<file path="src/rtl/bram_port_arbiter.sv">
// Shares BRAM port B between the CPU load/store FSM and the debug loader.
// CPU has priority; a wait counter and a loader lock bound the loader's latency.
module bram_port_arbiter #(
  parameter int unsigned AW       = 10,
  parameter int unsigned DW       = 16,
  parameter int unsigned READ_LAT = 1,
  parameter int unsigned MAX_WAIT = 4
) (
  input  logic          clk,
  input  logic          rst,
  input  logic          cpu_req,
  input  logic          cpu_we,
  input  logic [AW-1:0] cpu_addr,
  input  logic [DW-1:0] cpu_wdata,
  output logic          cpu_gnt,
  output logic          cpu_rvalid,
  output logic [DW-1:0] cpu_rdata,
  input  logic          dbg_req,
  input  logic          dbg_we,
  input  logic [AW-1:0] dbg_addr,
  input  logic [DW-1:0] dbg_wdata,
  input  logic          dbg_lock,
  output logic          dbg_gnt,
  output logic          dbg_rvalid,
  output logic [DW-1:0] dbg_rdata,
  output logic [AW-1:0] mem_addr,
  output logic          mem_we,
  output logic [DW-1:0] mem_wdata,
  input  logic [DW-1:0] mem_rdata
);

  localparam logic [1:0] PRI_CPU   = 2'd0;
  localparam logic [1:0] FORCE_DBG = 2'd1;
  localparam logic [1:0] LOCKED    = 2'd2;

  localparam int unsigned CW = $clog2(MAX_WAIT + 1);
  localparam logic [CW-1:0] MAX_CNT = CW'(MAX_WAIT);

  logic [1:0]          state_q, state_d;
  logic [CW-1:0]       cnt_q, cnt_d;
  logic [AW-1:0]       last_addr_q, last_addr_d;
  logic [DW-1:0]       last_wdata_q, last_wdata_d;
  // Read-return pipe: valid bit and owner (1 = loader) per stage.
  logic [READ_LAT-1:0] pipe_v_q, pipe_o_q;

  logic cpu_win, dbg_win;
  logic rd_push;
  logic dbg_inflight;

  always_comb begin
    cpu_win = 1'b0;
    dbg_win = 1'b0;
    case (state_q)
      PRI_CPU: begin
        cpu_win = cpu_req;
        dbg_win = dbg_req & ~cpu_req;
      end
      FORCE_DBG: begin
        dbg_win = dbg_req;
        cpu_win = cpu_req & ~dbg_req;
      end
      LOCKED: begin
        dbg_win = dbg_req;
      end
      default: begin
        cpu_win = 1'b0;
        dbg_win = 1'b0;
      end
    endcase
  end

  // Grants are masked during reset so the BRAM sees no access.
  assign cpu_gnt = cpu_win & ~rst;
  assign dbg_gnt = dbg_win & ~rst;

  always_comb begin
    mem_we    = 1'b0;
    mem_addr  = last_addr_q;
    mem_wdata = last_wdata_q;
    if (cpu_gnt) begin
      mem_we    = cpu_we;
      mem_addr  = cpu_addr;
      mem_wdata = cpu_wdata;
    end else if (dbg_gnt) begin
      mem_we    = dbg_we;
      mem_addr  = dbg_addr;
      mem_wdata = dbg_wdata;
    end
  end

  assign last_addr_d  = mem_addr;
  assign last_wdata_d = mem_wdata;

  assign rd_push = (cpu_gnt & ~cpu_we) | (dbg_gnt & ~dbg_we);

  // Loader reads still owed after this edge; the last stage retires now.
  always_comb begin
    dbg_inflight = dbg_gnt & ~dbg_we;
    for (int i = 0; i < int'(READ_LAT) - 1; i++) begin
      dbg_inflight = dbg_inflight | (pipe_v_q[i] & pipe_o_q[i]);
    end
  end

  always_comb begin
    cnt_d = cnt_q;
    if (!dbg_req || dbg_gnt) begin
      cnt_d = '0;
    end else if (cnt_q != MAX_CNT) begin
      cnt_d = cnt_q + 1'b1;
    end
  end

  always_comb begin
    state_d = state_q;
    if (dbg_gnt && dbg_lock) begin
      state_d = LOCKED;
    end else begin
      case (state_q)
        PRI_CPU: begin
          if (cnt_d == MAX_CNT) state_d = FORCE_DBG;
        end
        FORCE_DBG: begin
          if (dbg_gnt || !dbg_req) state_d = PRI_CPU;
        end
        LOCKED: begin
          if (!dbg_lock && !dbg_inflight) state_d = PRI_CPU;
        end
        default: state_d = PRI_CPU;
      endcase
    end
  end

  always_ff @(posedge clk or posedge rst) begin
    if (rst) begin
      state_q      <= PRI_CPU;
      cnt_q        <= '0;
      last_addr_q  <= '0;
      last_wdata_q <= '0;
    end else begin
      state_q      <= state_d;
      cnt_q        <= cnt_d;
      last_addr_q  <= last_addr_d;
      last_wdata_q <= last_wdata_d;
    end
  end

  always_ff @(posedge clk or posedge rst) begin
    if (rst) begin
      pipe_v_q <= '0;
      pipe_o_q <= '0;
    end else begin
      for (int i = int'(READ_LAT) - 1; i > 0; i--) begin
        pipe_v_q[i] <= pipe_v_q[i-1];
        pipe_o_q[i] <= pipe_o_q[i-1];
      end
      pipe_v_q[0] <= rd_push;
      pipe_o_q[0] <= dbg_gnt;
    end
  end

  assign cpu_rvalid = pipe_v_q[READ_LAT-1] & ~pipe_o_q[READ_LAT-1] & ~rst;
  assign dbg_rvalid = pipe_v_q[READ_LAT-1] &  pipe_o_q[READ_LAT-1] & ~rst;
  assign cpu_rdata  = mem_rdata;
  assign dbg_rdata  = mem_rdata;

endmodule

</file>
<file path="config.mk">
export PLATFORM = sky130hd
export DESIGN_NAME = bram_port_arbiter
export DESIGN_NICKNAME = d
export VERILOG_FILES = /design/src/rtl/bram_port_arbiter.sv
export SDC_FILE = /design/constraint.sdc
export NUM_CORES = 1
export LEC_CHECK = 0
export CAP_MARGIN = 10
export CORE_AREA = 2 2 64 90
export DETAILED_ROUTE_END_ITERATION = 12
export DIE_AREA = 0 0 66 92
export PLACE_DENSITY = 0.94
export SLEW_MARGIN = 30
export SYNTH_ARGS = -nofsm -noshare
export SYNTH_HDL_FRONTEND = slang
export SYNTH_SLANG_ARGS = --single-unit
</file>
<file path="constraint.sdc">
create_clock -name clk -period 3.54 [get_ports clk]
set_input_delay 0.531 -clock clk [delete_from_list [all_inputs] [get_ports clk]]
set_output_delay 0.531 -clock clk [all_outputs]
set_load 0.01 [all_outputs]
</file>
==> metrics.md, run 1 <==
| Metric | Value |
|---|---|
| Final Skew | a little under 0.004 ns |
| Ant. Diodes | 0 |
| Top cells by count, synth | 33 x buf_4, 33 x dfrtp_1, 32 x nand2_1 |
| Layout net count | between 300 and 400 |
| DRT Pass-1 Iters | 4 |
| Die Span X | roughly 66 µm |
| Clock latency on the worst-skew pair | 0.28 ns |
| Cell area after synthesis | approximately 1900 µm² |
| DR DRC count | 0 |
| Final hold violations | 0 |
| # H-tree levels | 2 |
| I/O pin total | roughly 140 |
| Cell variety after synth | 27 |
| Post-DR wirelength/cell | ~15 µm |
| Routed Antenna Nets | 0 |
| Post-Place Cells | roughly 320 |
| Global-route wire length before repair | just under 8 mm |
| DP HPWL | 3.61 mm |
| Num Clock Sinks | 33 |
| Area Overhead vs Synth | 42.3% |
| Fin cells | approximately 320 |
| FF+latch count, synth | 33 |
| Register area share after synthesis | 43.0% |
| Post-CTS setup repair buffer count | 0 |
| Power per cell area | about 640 nW/µm² |
| Hold path start | state_q[1] |
| Chip height | between 90 and 100 µm |
| Gate Count Post-Synth | 197 |
| Critical path type | in2out |
| CP Launch Point | dbg_req |
| GP Congestion | around 0.74 |
| Post-synth EDFFs | 0 |
| Status | completed |
| Vias per inst | ~4.8 |
| Hold-fix buffers at CTS | 0 |
| # resized after CTS | 0 |
| Standard-cell row count | 32 |
| Fillcell total | about 520 |
| Syn Area/Cell | between 9 and 10 µm² |
| CTS tree | done |
| Sw Ratio | between 30 and 40% |
| FFs w/ async S/R, synth | 100% |
| CP Max Fanout | 56 |
| Number of port buffers | a little under 90 |
| Slew HR | 71.0% |
| Leakage power | 0.00129 µW |
| Setup-failing EPs final | 0 |
| Core footprint | about 5400 µm² |
| DRT iter0 DRCs | roughly 70 |
| Crit path DAT | 2.61 ns |
| Sequential share of power | around 34% |
| Post-Syn Nets | between 200 and 300 |
| Hold Crit Class | reg2reg |
| Final Max Slew Viols | 0 |
| CTS Buf Count | 5 |
| Area leader, netlist | dfrtp_1 |
| Ys Warns | 0 |
| Yosys top cell area share | 43.0% |
| Grt total ovfl | 0 |
| Total track usage | between 10% and 20% |
| Number of global-route vias before repair | roughly 1700 |
| Clk slew on worst S/H paths | 0.07 ns |
| Final wirelength | approximately 5 mm |
| RSZ-0062 raised after global routing | false |
| Vias | between 1500 and 2000 |
| VDD IR-drop max | around 0.00024 V |
| Period utilisation layout | between 80% and 90% |
| Clock buffer depth | 2 |
| Initial antenna violation count | 1 |
| Combinational share of power | around 51% |
| Minimum clock period | about 3.1 ns |
| Fmax | around 320 MHz |
| Worst Setup Start Kind | input pin |
| Crit path capture type | primary output |
| Pint | around 1200 µW |
| Clock Root Buffer | clkbuf_8 |
| Die Area | roughly 6100 µm² |
| Worst slew pin tran | between 0.4 and 0.5 ns |
| Maxcap violations | 0 |
| Worst r2r src | state_q[0] |
| Sw Pwr | just under 600 µW |
| Synth top area cells | dfrtp_1 43%, mux2i_1 14%, buf_4 13% |
| Starting Density | a little over a third |
| Share of cells above drive strength 1 | under 10% |
| Power share of the clock group | 15.5% |
| CP required | 3.01 ns |
| Post-route setup TNS | 0 ns |
| Largest net degree at the start of global routing | 57 |
| Main flop type after synthesis | dfrtp_1 |
[cells in the final DEF (no fill, tap or decap), drive strengths merged]
cell / synthesis / routed
o21ai: 29 / 29
clkdlybuf4s50: 0 / 89
a22o: 1 / 1
a22oi: 1 / 1
nor2: 2 / 2
nand2: 32 / 32
inv: 10 / 10
dfrtp: 33 / 33
clkinv: 0 / 2
and2: 1 / 1
a31oi: 1 / 1
clkbuf: 1 / 6
xnor2: 1 / 1
mux2i: 26 / 26
mux2: 1 / 1
o211ai: 1 / 1
a21oi: 3 / 3
nor3b: 2 / 2
ha: 6 / 6
and3: 2 / 2
nor2b: 1 / 1
o22ai: 1 / 1
nor3: 1 / 1
buf: 40 / 3
and4b: 1 / 1
[state kept, by name, summed over array words and instances (netlist names)]
signal	count
pipe_v_q	1
cnt_q	3
last_addr_q	10
last_wdata_q	16
pipe_o_q	1
state_q	2
[path summary, 6_finish.rpt]
path	cells past startpoint	to	slack [ns]
max in group asynchronous	3	last_wdata_q[4]	2.43
max reg2reg	9	state_q[1]	1.48
min	1	state_q[1]	0.57
min in group asynchronous	3	pipe_o_q	0.79
min reg2reg	1	state_q[1]	0.57
max	7	mem_wdata[2]	0.40
[per-stage QoR]
step	power [µW]	instance area (µm²)	hold WS [ns]	worst slack, ns	utilization, %
finish	1760	2730	0.570	0.396	51.0
global placement	1470	2650	0.539	0.410	49.4
CTS	1790	2730	0.578	0.379	51.0
global route	1890	2730	0.615	0.223	51.0
detailed placement	1500	2650	0.560	0.393	49.4
floorplan	1060	1920	0.516	1.40	-
[final cells by class]
class	count	area, µm²	area share, %
Multi-Input combinational cell	113	764	28.0
Tap cell	68	85.1	3.11
Clock inverter	2	10.0	0.366
Sequential cell	33	826	30.2
Clock buffer	6	72.6	2.65
Inverter	10	37.5	1.37
Timing Repair Buffer	92	938	34.3
[routing by layer]
layer	vias up	GRT usage (%)	routed length, µm
li1	739	-	-
met1	727	17.4	1700
met2	52	28.5	2520
met3	37	4.54	360
met4	2	11.7	292
met5	-	0	11
[power groups by stage]
| stage | Combinational (µW) | Sequential, µW | Clock [µW] |
|---|---|---|---|
| final | 897 | 588 | 272 |
| after detailed placement | 904 | 598 | 0 |
| after global placement | 886 | 587 | 0 |
| after global routing | 977 | 606 | 304 |
| after floorplan | 483 | 581 | 0 |
| after CTS | 909 | 590 | 287 |
[cells by family after synthesis]
group	synth area share [%]
muxes	14.3
and+or+nand+nor	9.90
xor gates and xnor gates	0.456
buffers and inverters	17.5
DFF	43.0
adders and majority gates	3.91
AOI/OAI and AO/OA	10.9
[critical path, stage by stage]
cell	delay [ns]
clkdlybuf4s50_1	0.58
inv_1	0.09
a21oi_1	0.18
nor3b_2	0.08
buf_12	0.18
o21ai_0	0.35
clkdlybuf4s50_1	0.61
No activity file was read; power rests on OpenSTA's default activity.
==> run 2, diff against run 1 <==
--- a/config.mk
+++ b/config.mk
@@ -6,10 +6,10 @@
 export NUM_CORES = 1
 export LEC_CHECK = 0
 export CAP_MARGIN = 10
-export CORE_AREA = 2 2 64 90
+export CORE_AREA = 2 2 66 93
 export DETAILED_ROUTE_END_ITERATION = 12
-export DIE_AREA = 0 0 66 92
-export PLACE_DENSITY = 0.94
+export DIE_AREA = 0 0 68 95
+export PLACE_DENSITY = 0.89
 export SLEW_MARGIN = 30
 export SYNTH_ARGS = -nofsm -noshare
 export SYNTH_HDL_FRONTEND = slang
==> constraint.sdc (replaced) <==
create_clock -name clk -period 3.22 [get_ports clk]
set_input_delay 0.483 -clock clk [delete_from_list [all_inputs] [get_ports clk]]
set_output_delay 0.483 -clock clk [all_outputs]
set_load 0.01 [all_outputs]
==> metrics.md, run 2 (synthesis results as in run 1) <==
| Metric | Value |
|---|---|
| Final setup margin | 0.175 ns |
| Layout net count | about 340 |
| Worst Reg-to-Reg Cells | 9 |
| Clock latency on the worst-skew pair | about 0.27 ns |
| Slowest CP cell | clkdlybuf4s50_1 |
| CTS Buf Count | 5 |
| Minimum clock period | around 3.0 ns |
| Number of global-route vias before repair | between 1500 and 2000 |
| Die Area | around 6500 µm² |
| Metal-1 WL | ~1.7 mm |
| VDD IR-drop max | ~0.00032 V |
| Clock Root Buffer | clkbuf_8 |
| Ant. Diodes | 0 |
| Post-Place Cells | 318 |
| Clock buffer depth | 2 |
| Biggest register | last_wdata_q |
| GP Congestion | between 0.7 and 0.8 |
| Met3 routed WL | between 200 and 300 µm |
| Final Max Slew Viols | 0 |
| DR WL met2 | 2.50 mm |
| Setup-failing EPs final | 0 |
| Status | completed |
| Fmax | 328 MHz |
| Post-route setup TNS | 0 ns |
| Chip height | 95 µm |
| Vias per inst | roughly 4.7 |
| Fillcell total | 543 |
| Core footprint | 5700 µm² |
| Largest net degree at the start of global routing | 57 |
| Setup slack at placement | just under 0.2 ns |
| Worst r2r src | state_q[0] |
| Num Clock Sinks | 33 |
| FF-to-FF End | state_q[1] |
| Worst Setup EP | mem_wdata[15] |
| Slew HR | 70.4% |
| Vias | about 1500 |
| Final Skew | 0.00236 ns |
| FF-to-FF setup slack | about 1.1 ns |
| CP Launch Point | state_q[0] |
| DR DRC count | 0 |
| Share of cells above drive strength 1 | 5.49% |
| Leakage power | around 0.0013 µW |
| CP Max Fanout | 31 |
| RSZ-0062 raised after global routing | false |
| Maxcap violations | 0 |
| Global-route wire length before repair | around 7.3 mm |
| Hold Crit Class | reg2reg |
| I/O pin total | about 140 |
| Final wirelength | 4.65 mm |
| Fin cells | around 330 |
| Standard-cell row count | 33 |
| Worst Setup Start Kind | flip-flop |
| DP HPWL | roughly 3.4 mm |
| Number of port buffers | 89 |
| CTS tree | done |
| Hold-fix buffers at CTS | 0 |
| Clk slew on worst S/H paths | approximately 0.06 ns |
| Post-CTS setup repair buffer count | 0 |
| # resized after CTS | 0 |
| Worst slew pin tran | between 0.4 and 0.5 ns |
| # H-tree levels | 2 |
| Area Overhead vs Synth | 42.6% |
| Largest regs | last_wdata_q: 16 flops, last_addr_q: 10 flops, cnt_q: 3 flops |
| Total track usage | roughly 15% |
| Top routing layer in use | met4 |
| Initial antenna violation count | 0 |
| Most common cell after layout, fill and taps aside | clkdlybuf4s50_1 |
| Slowest stage delay, CP | approximately 0.6 ns |
| Power per cell area | just over 700 nW/µm² |
| Crit path DAT | approximately 2.6 ns |
| Starting Density | between 30% and 40% |
| Period utilisation layout | 94.6% |
| Most frequent cells in the layout | 89 x clkdlybuf4s50_1, 33 x dfrtp_1, 32 x nand2_1 |
| Post-DR wirelength/cell | approximately 14 µm |
| Critical path type | reg2out |
| Die Span X | just under 70 µm |
| Crit path capture type | primary output |
| Max reg flops | 16 |
| DRT Pass-1 Iters | 4 |
| Final hold violations | 0 |
| DRT iter0 DRCs | 56 |
| CP required | 2.74 ns |
| CP Cell Sequence | inv_1, ha_1, nor2b_4, o211ai_4, buf_12, mux2i_1, o21ai_0, clkdlybuf4s50_1 |
| Routed Antenna Nets | 0 |
| Grt total ovfl | 0 |
run 2: worst max-delay path: cells and delay by family (launching register included):
kind	cells	cell delay (ns)
and+or+nand+nor	1	0.15
muxes	1	0.10
buffers and inverters	3	0.94
DFF	1	0.41
AOI/OAI and AO/OA	2	0.42
adders and majority gates	1	0.25
run 2: final cells by class:
type	count	area, µm²	area share [%]
Timing Repair Buffer	92	938	34.2
Clock buffer	7	86.3	3.15
Sequential cell	33	826	30.1
Tap cell	70	87.6	3.20
Multi-Input combinational cell	113	764	27.9
Inverter	10	37.5	1.37
run 2: worst min path at each step:
stage / startpoint / endpoint / slack (ns) / depth (start not counted)
2_1_floorplan: state_q[1] / state_q[1] / 0.52 / 1
6_report: state_q[1] / state_q[1] / 0.58 / 1
3_3_place_gp: state_q[1] / state_q[1] / 0.53 / 1
5_1_grt: last_wdata_q[13] / last_wdata_q[13] / 0.64 / 2
4_1_cts: last_wdata_q[8] / last_wdata_q[8] / 0.58 / 2
3_5_place_dp: state_q[1] / state_q[1] / 0.57 / 1
run 2: power breakdown:
group          total [µW]  switching, µW  internal (µW)
clock                 312            142            170
combinational         982            438            544
sequential            647           56.2            591
total                1940            636           1300
run 2: per-stage QoR:
| stage | hold slack [ns] | total power, µW | cell area, µm² | util (%) |
|---|---|---|---|---|
| 4_1_cts | 0.583 | 1980 | 2740 | 48.1 |
| 3_5_place_dp | 0.567 | 1650 | 2650 | 46.6 |
| 5_1_grt | 0.638 | 2080 | 2740 | 48.1 |
| 2_1_floorplan | 0.516 | 1170 | 1920 | - |
| 6_report | 0.579 | 1940 | 2740 | 48.1 |
| 3_3_place_gp | 0.535 | 1610 | 2650 | 46.6 |
run 2: layer usage:
metal | global-route usage [%] | vias up
met3 | 3.81 | 25
met4 | 11.2 | 0
met1 | 15.4 | 723
li1 | - | 739
met5 | 0 | -
met2 | 26.2 | 51
